===== src/rtl/sme_param.sv =====
// Parametrised string-match engine: buffers a string and a pattern, then finds the leftmost match.
// Optional case-insensitive compare is enabled by defining SME_CASE_FOLD_EN (adds the nocase input).
module sme_param #(
    parameter int CHAR_W  = 8,
    parameter int MAX_STR = 32,
    parameter int MAX_PAT = 8,
    parameter int IDX_W   = 5
) (
    input  logic              clk,
    input  logic              reset,
    input  logic [CHAR_W-1:0] chardata,
    input  logic              isstring,
    input  logic              ispattern,
    output logic              busy,
    output logic              valid,
    output logic              match,
    output logic [IDX_W-1:0]  match_index
`ifdef SME_CASE_FOLD_EN
    ,
    input  logic              nocase
`endif
);

    localparam int SL_W = $clog2(MAX_STR + 1);
    localparam int PL_W = $clog2(MAX_PAT + 1);
    localparam int C_W  = $clog2(MAX_STR + MAX_PAT + 2);
    localparam int SA_W = (MAX_STR > 1) ? $clog2(MAX_STR) : 1;
    localparam int PA_W = (MAX_PAT > 1) ? $clog2(MAX_PAT) : 1;

    localparam logic [CHAR_W-1:0] CH_CARET  = CHAR_W'(8'h5E);
    localparam logic [CHAR_W-1:0] CH_DOLLAR = CHAR_W'(8'h24);
    localparam logic [CHAR_W-1:0] CH_DOT    = CHAR_W'(8'h2E);
    localparam logic [CHAR_W-1:0] CH_SPACE  = CHAR_W'(8'h20);

    typedef enum logic [1:0] {IDLE, LOAD, SEARCH, DONE} state_t;

    state_t            state_q, state_d;
    logic [CHAR_W-1:0] str_mem_q [MAX_STR];
    logic [CHAR_W-1:0] str_mem_d [MAX_STR];
    logic [CHAR_W-1:0] pat_mem_q [MAX_PAT];
    logic [CHAR_W-1:0] pat_mem_d [MAX_PAT];
    logic [SL_W-1:0]   str_len_q, str_len_d;
    logic [PL_W-1:0]   pat_len_q, pat_len_d;
    logic              str_fresh_q, str_fresh_d;
    logic              pat_fresh_q, pat_fresh_d;
    logic [C_W-1:0]    cand_q, cand_d;
    logic [C_W-1:0]    k_q, k_d;
    logic              match_q, match_d;
    logic [IDX_W-1:0]  idx_q, idx_d;
`ifdef SME_CASE_FOLD_EN
    logic              nocase_q, nocase_d;

    function automatic logic [CHAR_W-1:0] fold(input logic [CHAR_W-1:0] c);
        if (c >= CHAR_W'(8'h41) && c <= CHAR_W'(8'h5A))
            return c | CHAR_W'(8'h20);
        return c;
    endfunction
`endif

    logic [C_W-1:0]    str_len_c, pat_len_c, last_idx, body_lo, body_len, pos;
    logic              anchor_start, anchor_end;
    logic [CHAR_W-1:0] s_char, p_char, prev_char;
    logic              start_ok, end_ok, char_eq, step_ok, give_up;

    // The body is the part of the pattern that consumes string characters;
    // a leading '^' and trailing '$' are positional checks only.
    always_comb begin
        str_len_c    = C_W'(str_len_q);
        pat_len_c    = C_W'(pat_len_q);
        last_idx     = pat_len_c - C_W'(1);
        anchor_start = (pat_len_q != '0) && (pat_mem_q[0] == CH_CARET);
        body_lo      = anchor_start ? C_W'(1) : '0;
        anchor_end   = (pat_len_q != '0) && (pat_mem_q[PA_W'(last_idx)] == CH_DOLLAR)
                       && (last_idx >= body_lo);
        body_len     = pat_len_c - body_lo - (anchor_end ? C_W'(1) : '0);
        pos          = cand_q + k_q;
        s_char       = str_mem_q[SA_W'(pos)];
        p_char       = pat_mem_q[PA_W'(body_lo + k_q)];
        prev_char    = str_mem_q[SA_W'(cand_q - C_W'(1))];
        start_ok     = !anchor_start || (cand_q == '0) || (prev_char == CH_SPACE);
        end_ok       = !anchor_end || (pos == str_len_c)
                       || ((pos < str_len_c) && (s_char == CH_SPACE));
`ifdef SME_CASE_FOLD_EN
        char_eq      = (p_char == CH_DOT) ||
                       (nocase_q ? (fold(s_char) == fold(p_char)) : (s_char == p_char));
`else
        char_eq      = (p_char == CH_DOT) || (s_char == p_char);
`endif
        step_ok      = ((k_q != '0) || start_ok) && ((k_q < body_len) ? char_eq : end_ok);
        give_up      = (str_len_q == '0) || (pat_len_q == '0) || (cand_q + body_len > str_len_c);
    end

    always_comb begin
        state_d     = state_q;
        str_mem_d   = str_mem_q;
        pat_mem_d   = pat_mem_q;
        str_len_d   = str_len_q;
        pat_len_d   = pat_len_q;
        str_fresh_d = str_fresh_q;
        pat_fresh_d = pat_fresh_q;
        cand_d      = cand_q;
        k_d         = k_q;
        match_d     = match_q;
        idx_d       = idx_q;
`ifdef SME_CASE_FOLD_EN
        nocase_d    = nocase_q;
`endif

        // Loads are accepted in every state except SEARCH; string wins a tie.
        if (state_q != SEARCH) begin
            if (isstring) begin
                if (str_fresh_q) begin
                    str_mem_d[0] = chardata;
                    str_len_d    = SL_W'(1);
                    str_fresh_d  = 1'b0;
                end else if (str_len_q < SL_W'(MAX_STR)) begin
                    str_mem_d[SA_W'(str_len_q)] = chardata;
                    str_len_d = str_len_q + 1'b1;
                end
            end else if (ispattern) begin
                if (pat_fresh_q) begin
                    pat_mem_d[0] = chardata;
                    pat_len_d    = PL_W'(1);
                    pat_fresh_d  = 1'b0;
                end else if (pat_len_q < PL_W'(MAX_PAT)) begin
                    pat_mem_d[PA_W'(pat_len_q)] = chardata;
                    pat_len_d = pat_len_q + 1'b1;
                end
            end
        end

        case (state_q)
            IDLE: begin
                if (isstring || ispattern)
                    state_d = LOAD;
            end
            LOAD: begin
                if (!isstring && !ispattern) begin
                    state_d = SEARCH;
                    cand_d  = '0;
                    k_d     = '0;
`ifdef SME_CASE_FOLD_EN
                    nocase_d = nocase;
`endif
                end
            end
            SEARCH: begin
                if (give_up || step_ok && (k_q == body_len)) begin
                    state_d     = DONE;
                    match_d     = !give_up;
                    idx_d       = give_up ? '0 : IDX_W'(cand_q);
                    str_fresh_d = 1'b1;
                    pat_fresh_d = 1'b1;
                end else if (step_ok) begin
                    k_d = k_q + C_W'(1);
                end else begin
                    cand_d = cand_q + C_W'(1);
                    k_d    = '0;
                end
            end
            DONE: begin
                state_d = (isstring || ispattern) ? LOAD : IDLE;
            end
            default: state_d = IDLE;
        endcase
    end

    always_ff @(posedge clk) begin
        if (reset) begin
            state_q     <= IDLE;
            str_len_q   <= '0;
            pat_len_q   <= '0;
            str_fresh_q <= 1'b1;
            pat_fresh_q <= 1'b1;
            cand_q      <= '0;
            k_q         <= '0;
            match_q     <= 1'b0;
            idx_q       <= '0;
`ifdef SME_CASE_FOLD_EN
            nocase_q    <= 1'b0;
`endif
        end else begin
            state_q     <= state_d;
            str_len_q   <= str_len_d;
            pat_len_q   <= pat_len_d;
            str_fresh_q <= str_fresh_d;
            pat_fresh_q <= pat_fresh_d;
            cand_q      <= cand_d;
            k_q         <= k_d;
            match_q     <= match_d;
            idx_q       <= idx_d;
`ifdef SME_CASE_FOLD_EN
            nocase_q    <= nocase_d;
`endif
        end
    end

    // Buffer contents need no reset: only indices below the stored lengths are read.
    always_ff @(posedge clk) begin
        str_mem_q <= str_mem_d;
        pat_mem_q <= pat_mem_d;
    end

    assign busy        = (state_q == SEARCH);
    assign valid       = (state_q == DONE);
    assign match       = match_q;
    assign match_index = idx_q;

endmodule


===== config.mk =====
export PLATFORM = sky130hd
export DESIGN_NAME = sme_param
export DESIGN_NICKNAME = d
export VERILOG_FILES = /design/src/rtl/sme_param.sv
export SDC_FILE = /design/constraint.sdc
export NUM_CORES = 1
export LEC_CHECK = 0
export ABC_AREA = 0
export BUFFER_PORTS_ARGS = -buffer_cell sky130_fd_sc_hd__buf_2
export CORE_MARGIN = 2
export CORE_UTILIZATION = 45
export DETAILED_ROUTE_END_ITERATION = 8
export PLACE_DENSITY = 0.7
export SLEW_MARGIN = 20
export SYNTH_ARGS = -nofsm -noshare
export SYNTH_HDL_FRONTEND = slang
export SYNTH_SLANG_ARGS = --single-unit

===== constraint.sdc =====
create_clock -name clk -period 5.3 [get_ports clk]
set_input_delay 0.795 -clock clk [delete_from_list [all_inputs] [get_ports clk]]
set_output_delay 0.795 -clock clk [all_outputs]
set_load 0.02 [all_outputs]

After elaboration in Yosys (flattened, before gate mapping)
Cells that the tools add are included.

Bits in read-only memories: 0. Memories: 0. Output and inout bits: 8. Bits of input ports: 12. Register bits: 352. Bits in latches: 0. RAM bits: 0.

Mux-type cells: 51. Shift-type cells: 0. $lt $le $gt $ge: 14. Reductions and logical operators: 41. Add/sub/neg operators: 11. Div/mod/pow operators: 0. Eq/ne operators: 17. Bitwise logic cells: 9. $mul: 0.

Operators by type and width (count): bitwise mux 256 bit (1); two-way mux 256 bit (1); two-way mux 8 bit (12); binary-select mux 8 bit (select 5 bit) (2); bitwise mux 64 bit (1); two-way mux 64 bit (1); binary-select mux 8 bit (select 3 bit) (2); two-way mux 6 bit (7); demux 8 bit (select 5 bit) (1); == test 8 x 6 -> 1 bit (second input constant) (4); demux 8 bit (select 3 bit) (1); one-hot mux 6 bit (2 select lines) (2); adder 6 x 1 -> 6 bit (second input constant) (3); >= comparator 6 bit (second input constant) (3); inverter 5 -> 6 bit (3); two-way mux 1 bit (13); adder 6 bit (2); == test 6 bit (2); >= comparator 4 bit (second input constant) (3); zero test 6 bit (2); < comparator 6 bit (2); inverter 3 -> 4 bit (3); AND reduction 4 bit (3); logical OR 1 bit (10); 33 further kinds (59).

Logic depth before layout (Yosys ltp)
Gate-level depths: netlist (run 1).

Word-level depth: 17. Gate-level depth with buffers: 36.

Worst setup path after synthesis (run 1)
Ideal clock, no wire load.

Kind: reg2reg. From: register pat_len_q[0]. To: register k_q[5]. Path buffers: 2. Cell stages (with the launch flop): 33. Arrival: 5.745 ns. Slack: -0.502 ns. Library setup time: 0.057 ns. Clock period less this slack: 5.802 ns. Cells stage by stage: dfxtp_1 -> clkbuf_1 -> inv_1 -> ha_1 -> clkbuf_1 -> nand3_1 -> nand2_1 -> nor4_1 -> ha_1 -> nand2_1 -> nor3_1 -> a21oi_1 -> nand2_1 -> a21oi_1 -> a21oi_1 -> a21oi_1 -> ha_1 -> ha_1 -> xnor2_1 -> xnor2_1 -> ha_1 -> xor2_1 -> ha_1 -> o21a_1 -> o21a_1 -> o21ai_0 -> nand2b_1 -> a21oi_1 -> o211ai_1 -> a21o_1 -> or3_4 -> nor3_2 -> a21o_1.

Longest elaborated chain between the ends: 17.

Ends and longest elaborated chain: start: declaration (line 43) `logic [PL_W-1:0] pat_len_q, pat_len_d;`; start signal: assignment (line 185) `pat_len_q <= pat_len_d;`; branches (longest 17 deep; another with subtractor 5 x 2 -> 6 bit); end signal: assignment (line 189) `k_q <= k_d;`; end: declaration (line 47) `logic [C_W-1:0] k_q, k_d;`.

Several ways; the timed one is not identified. The select of a mux whose other input is x is not followed. A chain may end at the register's enable or synchronous reset.

Worst setup path in the final report (run 1)
From: register pat_mem_q[63] (netlist bit). To: register k_q[5].

Longest elaborated chain between the ends: 16.

Ends and longest elaborated chain: start: declaration (line 40) `logic [CHAR_W-1:0] pat_mem_q [MAX_PAT];`; start signal: assignment (line 201) `pat_mem_q <= pat_mem_d;`; branches (longest 16 deep; another with >= comparator 6 x 1 -> 1 bit).

Several ways; the timed one is not identified. The select of a mux whose other input is x is not followed.

==> results.txt, run 1 <==
* Run status: completed
* Via count of the first global-routing pass: 10700
- The synthesized netlist devotes 4.01% of its cell area to adder and majority cells.
- P per Cell Area: 327 nW/um2
- Number of antenna violations at the first check in global routing: 0
- Top Usage Layer GRT: met2
- The synthesized netlist devotes 0.777% of its cell area to XOR and XNOR gates.
* Net load switching power: 1.42 mW
- Met3 usage in global routing: 3.61%
* Total count of hold-check failures in the final report: 0
- Final core area utilization: 51.0%
- On the critical path, the stage with the largest delay is an instance of sky130_fd_sc_hd__edfxtp_1.
- Counting I/O delays and the setup requirement, the final critical path takes 5.14 ns.
- Buffers inserted during clock tree synthesis total 36.
- Of the total synthesized cell area, the portion taken by AND, OR, NAND and NOR gates is 11.8%.
- Arrival time at the worst endpoint: 5.62 ns
- Post-Layout Inst Area: 19000 um2
* Synthesized area divided by synthesized cell count: 14.7 um2
- FF+latch count, synth: 352
- Area after DPL: 17700 um2
- Number of vias per cell: 6.36
- Worst reg2reg path startpoint: pat_mem_q[63]$_DFFE_PP_
* Hold-fix buffer count after cts: 0
- Final cell count without fillers: 1704
* Count of flip-flops with a built-in enable after synthesis: 320
* Biggest area contributors in the synthesized netlist: sky130_fd_sc_hd__edfxtp_1 57%, sky130_fd_sc_hd__mux4_2 11%, sky130_fd_sc_hd__dfxtp_1 3.8%
* Number of rows in the core area: 71
* Proportion of total power due to net switching: 22.8%
* Period Utilization, post-route: 96.9%
- The worst setup path is captured at a flip-flop.
* Share of Yosys cell area claimed by the top area cell type: 56.8%
- Fraction of registers with async set or reset after synthesis: 0%
* Longest individual stage delay on the worst path: 0.41 ns
- Rel. slew slack: 24.7%
- Fraction of power consumed by combinational cells: 8.8%
- Number of max-cap violations: 0
- Starting DRC count in detailed routing: 1073
* Average wire per standard cell: 24.6 um
- Die X: 198 um
* Hold worst-path end: match_index[4]$_SDFFE_PP0P_
* Global-route wire length before repair: 63.8 mm
* Post-route ant nets: 0
- Yosys mapped the design onto 83 distinct sky130hd cell types.
- At the placement stage, the worst setup path has a slack of -0.0144 ns.
- The Yosys step of the flow raised 0 warnings.
- TritonCTS built the clock tree.
- Min-delay worst type: reg2reg
- During placement, the flow inserted port buffers numbering 19.
- After detailed placement, the design holds a cell count of 1637.
- The first detailed-routing pass took 7 iterations.
* Die Height: 198 um
* Share of power burned in registers: 50.0%
* Largest area contributor in the netlist: sky130_fd_sc_hd__edfxtp_1
* Pin count of the biggest net entering global routing: 41
* Ratio of cells with drive above 1 in the final layout: 18.9%
* Post-detailed-route DRC marker count: 0
- The synthesized netlist devotes 7.16% of its cell area to compound gates.
* Worst Min Path Start: match_index[4]$_SDFFE_PP0P_
- Summed over all layers, the global routing overflow is 0.
- Sink count of the clock tree: 352
* Peak supply drop: 0.000212 V
- Total standard cell area after synthesis: 16900 um2
* Core Area: 37300 um2
- Worst Slack Setup Final: 0.162 ns
- Grouping stages by cell kind, the critical path spends the most delay in simple AND/OR/NAND/NOR gates.
- Maximum fanout along the worst path: 5
- For this run, the top clock speed supported by timing is 195 MHz.
* Commonest cells after routing, fill and taps aside: 320 x sky130_fd_sc_hd__edfxtp_1, 85 x sky130_fd_sc_hd__nor2_1, 79 x sky130_fd_sc_hd__mux4_2, 50 x sky130_fd_sc_hd__nand2_1, 47 x sky130_fd_sc_hd__ha_1
- Routed Wire Length: 42.0 mm
- Cell with the most instances on the worst path: sky130_fd_sc_hd__a21oi_1
* N_diodes: 0
* Synthesized instance count: 1153
- Part of the power in the clock network: 41.2%
- Met1 global-route usage: 29.3%
- Worst Skew: 0.0199 ns
- Sequential-to-total area share from yosys stat: 60.6%
* Hold depth: 1
* Sum of buffers and inverters on the critical path: 1
* Nets: 1270
* Design internal power: 4.80 mW
* Setup repair after global routing missed its margin: yes
- The later pin in the worst-skew pair is clocked with a latency of 0.54 ns.
- For the worst flop-to-flop path, the logic depth is 32.
* Die outline area: 39100 um2
- The area growth from synthesis to layout is 12.4%.
- The filler cells instantiated in the layout total 3008.
- Post-synthesis net count: 1218
* Category of the critical setup timing path: reg2reg
- I/O pins: 20
* Slew Limit Fails: 0
- At the pin with the least slew margin, the transition time is 1.12 ns.
- In this run the number of H-tree levels came out at 2.
- Number of setup violations in the final report: 0
- Leakage power: 6.24 nW
* Routed via count: 10800
- The worst register-to-register path ends at k_q[5]$_SDFFE_PP0P_.
- STA puts the critical path data required time at 5.78 ns.
- Root Buffer Master: sky130_fd_sc_hd__clkbuf_16
* Kind of launch point of the worst setup path: flip-flop
* Top flip-flop cell by instance count after synthesis: sky130_fd_sc_hd__edfxtp_1
* Mux contribution to synthesized area: 13.4%
- Routability-driven placement finished with a final weighted congestion of 0.905.
- The library cell used most frequently in the layout, excluding fill and tap cells, is sky130_fd_sc_hd__edfxtp_1.
- Global routing consumed, over all layers together, 21.6% of the routing resources.
- Clk buf depth: 3
* Met2 capacity usage during global routing: 35.4%
- Detailed Place HPWL: 28.4 mm
- Starting density of the core: 45.3%
* FF-to-FF setup slack: 0.16 ns
- Dominant combinational cell family by area after synthesis: multiplexers
* Reg clk slew, reported paths: 0.06 ns
## cell type report
type	instances	area (um2)	area share (%)
sequential	352	10300	53.9
multi-input combinational	721	6420	33.8
clock buffer	43	948	4.99
tap	474	593	3.12
timing repair buffer	56	418	2.20
clock inverter	20	236	1.24
inverter	38	143	0.750
## synth_stat cells, types with 4 or more instances
master and instances:
sky130_fd_sc_hd__o21ai_1 4, sky130_fd_sc_hd__o21a_1 6, sky130_fd_sc_hd__xnor2_1 12, sky130_fd_sc_hd__nor4_1 32
sky130_fd_sc_hd__and3_1 7, sky130_fd_sc_hd__mux4_2 79, sky130_fd_sc_hd__dfxtp_1 32, sky130_fd_sc_hd__a21o_1 10
sky130_fd_sc_hd__buf_6 5, sky130_fd_sc_hd__nand2_1 52, sky130_fd_sc_hd__o31ai_1 7, sky130_fd_sc_hd__nand4_1 14
sky130_fd_sc_hd__a211oi_1 7, sky130_fd_sc_hd__a31oi_1 4, sky130_fd_sc_hd__o21bai_1 4, sky130_fd_sc_hd__o22ai_1 5
sky130_fd_sc_hd__ha_1 51, sky130_fd_sc_hd__edfxtp_1 320, sky130_fd_sc_hd__a21oi_1 43, sky130_fd_sc_hd__buf_2 7
sky130_fd_sc_hd__a22o_1 5, sky130_fd_sc_hd__nor3_1 22, sky130_fd_sc_hd__nand2b_1 6, sky130_fd_sc_hd__and4b_1 5
sky130_fd_sc_hd__clkbuf_1 23, sky130_fd_sc_hd__nor2_1 86, sky130_fd_sc_hd__o22a_1 12, sky130_fd_sc_hd__o211ai_1 9
sky130_fd_sc_hd__nor4b_1 38, sky130_fd_sc_hd__mux2i_1 37, sky130_fd_sc_hd__nor2b_1 26, sky130_fd_sc_hd__inv_1 35
sky130_fd_sc_hd__nand3_1 36, sky130_fd_sc_hd__mux2_2 4, sky130_fd_sc_hd__o21ai_0 26
## worst reg2reg max path: cells and delay by family (launching register included)
family                     cells  cell delay [ns]
and+or+nand+nor               14             1.71
AOI/OAI and AO/OA             10             1.37
adders and majority gates      4             1.10
xor gates and xnor gates       3             0.43
DFF                            1             0.41
buffers and inverters          1             0.07
## state kept, by name, summed over array words and instances, names as in the netlist
| name | flops |
|---|---|
| pat_mem_q | 64 |
| pat_fresh_q | 1 |
| match_index | 5 |
| cand_q | 6 |
| str_fresh_q | 1 |
| str_len_c | 6 |
| state_q | 2 |
| match | 1 |
| pat_len_q | 4 |
| str_mem_q | 256 |
| k_q | 6 |
## power groups by stage
stage / clock, mW / sequential, mW / combinational [mW]
after floorplan: 0 / 3.15 / 0.327
after global placement: 0 / 3.17 / 0.498
after CTS: 2.60 / 3.11 / 0.512
final: 2.56 / 3.11 / 0.546
after detailed placement: 0 / 3.17 / 0.507
after global routing: 2.70 / 3.11 / 0.594
## worst max path at each step
stage	startpoint	to	slack [ns]	depth (start not counted)
detailed placement	pat_mem_q[63]$_DFFE_PP_	k_q[2]$_SDFFE_PP0P_	-0.01	32
finish	pat_mem_q[63]$_DFFE_PP_	k_q[5]$_SDFFE_PP0P_	0.16	32
global route	pat_mem_q[63]$_DFFE_PP_	k_q[3]$_SDFFE_PP0P_	-0.25	33
global placement	pat_mem_q[56]$_DFFE_PP_	k_q[2]$_SDFFE_PP0P_	0.06	32
CTS	pat_len_q[1]$_SDFFE_PP0P_	k_q[2]$_SDFFE_PP0P_	0.01	34
floorplan	pat_len_q[0]$_SDFFE_PP0P_	k_q[0]$_SDFFE_PP0P_	-0.006	35
## repair_timing
item,CTS,global route
endpoints found under the setup margin,5,22
pin swaps,7,37
gates resized for setup,2,23
buffers inserted,3,1
## per-stage QoR
stage | hold WS (ns) | setup TNS, ns | power [mW]
after floorplan | 0.494 | -0.00588 | 3.48
after global placement | 0.456 | 0 | 3.67
after detailed placement | 0.456 | -0.0239 | 3.67
after CTS | 0.470 | 0 | 6.22
after global routing | 0.494 | -3.87 | 6.41
final | 0.475 | 0 | 6.22
## routing by layer
metal / routed length (um) / share of wire, %
met5: 0 / 0
met4: 1220 / 2.9
met3: 3180 / 7.6
met2: 20300 / 48
met1: 17300 / 41
## cells by family after synthesis
kind of cell             Yosys count
multiplexers                     123
buffers and inverters             80
AO/OA/AOI/OAI                    176
flip-flops                       352
AND/OR/NAND/NOR                  354
XOR/XNOR                          15
adder cells (fa/ha/maj)           53
Note: power is estimated with default switching activity, not from simulation.
==> run 2, diff against run 1 <==
- CORE_ASPECT_RATIO: unset -> 0.8
- HOLD_SLACK_MARGIN: unset -> 0.15
- clock period: 5.3 -> 4.2 ns (I/O delays scaled with it)
==> run 2 against run 1 <==
The flow now finishes with violations (setup timing); wire length rose by 5.7%; critical path depth down 3; critical path type unchanged; sequential share of layout area down 3.0 points; combinational power increased by 47%; cell count up 8.1%; largest cell class unchanged; global-route usage rose by 1.5 points; maximum frequency decreased by 1.2%; register-to-register slack got worse by 1.2 ns.
==> results.txt, run 2 (synthesis gave the netlist of run 1 again) <==
- For this design, the sink count on the clock tree is 352.
- Post-Place Worst Slack: -1.09 ns
* Design internal power: 6.11 mW
- The area growth from synthesis to layout is 19.2%.
- Final core area utilization: 54.4%
- The min-delay analysis places its worst path in the category reg2reg.
- The final max-slew violation count was 0.
* Hold-fix buffer count after cts: 0
- Root Buffer Master: sky130_fd_sc_hd__clkbuf_16
- Category of the critical setup timing path: reg2reg
- Detailed Place HPWL: 30.4 mm
- Clock skew on the completed layout was measured at 0.0190 ns.
* Total clock buffers created by CTS: 38
- The number of hold violations in the final report was 0.
- The die covers 39200 um2.
* Rel. slew slack: 32.8%
- Routed via count: 11400
- The clock reaches the later pin of the worst-skew pair after 0.53 ns.
- Per report_power, the clock group accounts for 40.8% of the total.
- Top register by number of flip-flops: str_mem_q
* Share of power burned in registers: 49.2%
* Tot GR Track Use: 23.2%
- VDD sags by at most 0.000312 V.
- Die Height: 177 um
* Kind of launch point of the worst setup path: flip-flop
* Most common cell after layout, fill and taps aside: sky130_fd_sc_hd__edfxtp_1
- After floorplanning, the core was sized to cover 37000 um2.
- The count of buffers added on input and output ports is 19.
- In this run the deepest clock path goes through 3 buffers.
- Slowest cell on the critical path: sky130_fd_sc_hd__or3_4
* Slew of the pin with the lowest slew margin: 1.01 ns
- Fraction of power consumed by combinational cells: 10.0%
- The final layout contains routed wiring with a total length of 44.4 mm.
- For this design the static power due to leakage is 6.90 nW.
- Maximum fanout along the worst path: 5
- Proportion of total power due to net switching: 23.5%
- The worst path uses 124% of the clock period.
- Run status: finished with violations
- Nets: 1391
- In this run, the number of DRC markers left after iteration 0 of detailed routing was 1379.
- Using the TritonRoute via totals, the vias-per-cell ratio works out to 6.20.
* Number of flip-flops in the largest register: 256
- Commonest cells after routing, fill and taps aside: 320 x sky130_fd_sc_hd__edfxtp_1, 146 x sky130_fd_sc_hd__buf_4, 81 x sky130_fd_sc_hd__nor2_1, 79 x sky130_fd_sc_hd__mux4_2, 47 x sky130_fd_sc_hd__nand2_1
* Number of rows in the core area: 63
- After clock tree synthesis, the clock-pin slew on the worst setup and hold paths is 0.06 ns.
- In the final routed layout, each cell accounts on average for 24.1 um.
* Pin count of the biggest net entering global routing: 41
- 20 I/O pins were placed.
* Achievable Freq: 192 MHz
* Gp weighted congestion: 0.906
* P per Cell Area: 396 nW/um2
- The design draws 7.98 mW.
- Post-route ant nets: 0
* Period minus WS final: 5.20 ns
- The checks that failed: setup timing.
* Number of antenna violations at the first check in global routing: 1
- The clock tree synthesis step divided the H-tree into 2 levels.
- Summed over all failing endpoints, the final setup total negative slack is -19.25 ns.
* Worst Slack Setup Final: -0.999 ns
- Required time of the critical path: 4.68 ns
- Starting density of the core: 45.6%
- The total overflow left after global routing is 0.
- The first global-routing pass estimated 68.3 mm of wire.
- Die X: 221 um
* Number of setup violations in the final report: 22
- Ratio of cells with drive above 1 in the final layout: 27.6%
- Arrival time at the worst endpoint: 5.68 ns
* Registers with the most flip-flops: str_mem_q (256), pat_mem_q (64)
- CTS tree: yes
* First-pass DRT Iterations: 5
- Number of max-cap violations: 0
* Longest individual stage delay on the worst path: 0.43 ns
- Via count of the first global-routing pass: 11200
* Net load switching power: 1.87 mW
- Setup repair after global routing missed its margin: yes
- Post-detailed-route DRC marker count: 0
- N_diodes: 0
* Endpoint kind of the worst setup timing path: flip-flop
## run 2: changes by cell type in the layout (fill, tap and decap cells not counted), moves of 4 or more
cell,previous run,this run
sky130_fd_sc_hd__a21oi_1,38,33
sky130_fd_sc_hd__buf_4,32,146
sky130_fd_sc_hd__buf_12,3,7
sky130_fd_sc_hd__a21oi_2,5,10
sky130_fd_sc_hd__nor2_1,85,81
sky130_fd_sc_hd__ha_4,1,5
## run 2: power by group through the flow
stage	registers, mW	clock network, mW	logic [mW]
finish	3.92	3.26	0.800
global route	3.93	3.44	0.863
detailed placement	3.99	0	0.724
CTS	3.92	3.30	0.748
global placement	3.99	0	0.707
floorplan	3.97	0	0.423
## run 2: layer usage
| metal | vias to the layer above | wire length, um | track usage [%] |
|---|---|---|---|
| li1 | 5020 | - | - |
| met1 | 5752 | 19800 | 35.7 |
| met2 | 573 | 19500 | 34.3 |
| met3 | 68 | 4120 | 3.87 |
| met4 | 0 | 941 | 5.44 |
| met5 | - | 0 | 0 |
## run 2: layout make-up
cell class,instances,area (um2)
clock buffer,45,998
clock inverter,24,218
fill,2941,16900
inverter,38,150
multi-input combinational,721,6560
sequential,352,10300
tap,487,609
timing repair buffer,175,1370
## run 2: timing repair
action                     in CTS  in global routing
setup buffers                   6                  5
resized for setup              12                 34
hold endpoints to repair        0                  0
setup endpoints to repair      22                 22
pin swaps                      29                 29
## run 2: worst paths after layout
| check | cells after the start | endpoint | startpoint | slack [ns] |
|---|---|---|---|---|
| worst min-delay path | 1 | match_index[4]$_SDFFE_PP0P_ | match_index[4]$_SDFFE_PP0P_ | 0.48 |
| worst max register to register | 29 | k_q[4]$_SDFFE_PP0P_ | pat_mem_q[56]$_DFFE_PP_ | -1.0 |
| worst max-delay path | 29 | k_q[4]$_SDFFE_PP0P_ | pat_mem_q[56]$_DFFE_PP_ | -1.0 |
| worst min register to register | 1 | match_index[4]$_SDFFE_PP0P_ | match_index[4]$_SDFFE_PP0P_ | 0.48 |
## run 2: worst max-delay path, delay by kind of cell, from the launching register on
| kind | cells | cell delay [ns] |
|---|---|---|
| simple gates | 10 | 1.70 |
| buf+inv | 1 | 0.17 |
| xor+xnor | 3 | 0.50 |
| fa+ha+maj | 5 | 1.05 |
| compound gates | 10 | 1.32 |
| flops | 1 | 0.41 |
## run 2: per-stage QoR
stage	hold WS [ns]	std cells	instance area, um2
floorplan	0.494	1153	17000
detailed placement	0.468	1764	18700
finish	0.480	1842	20200
global route	0.490	1842	20200
global placement	0.463	1764	18700
CTS	0.474	1839	20000
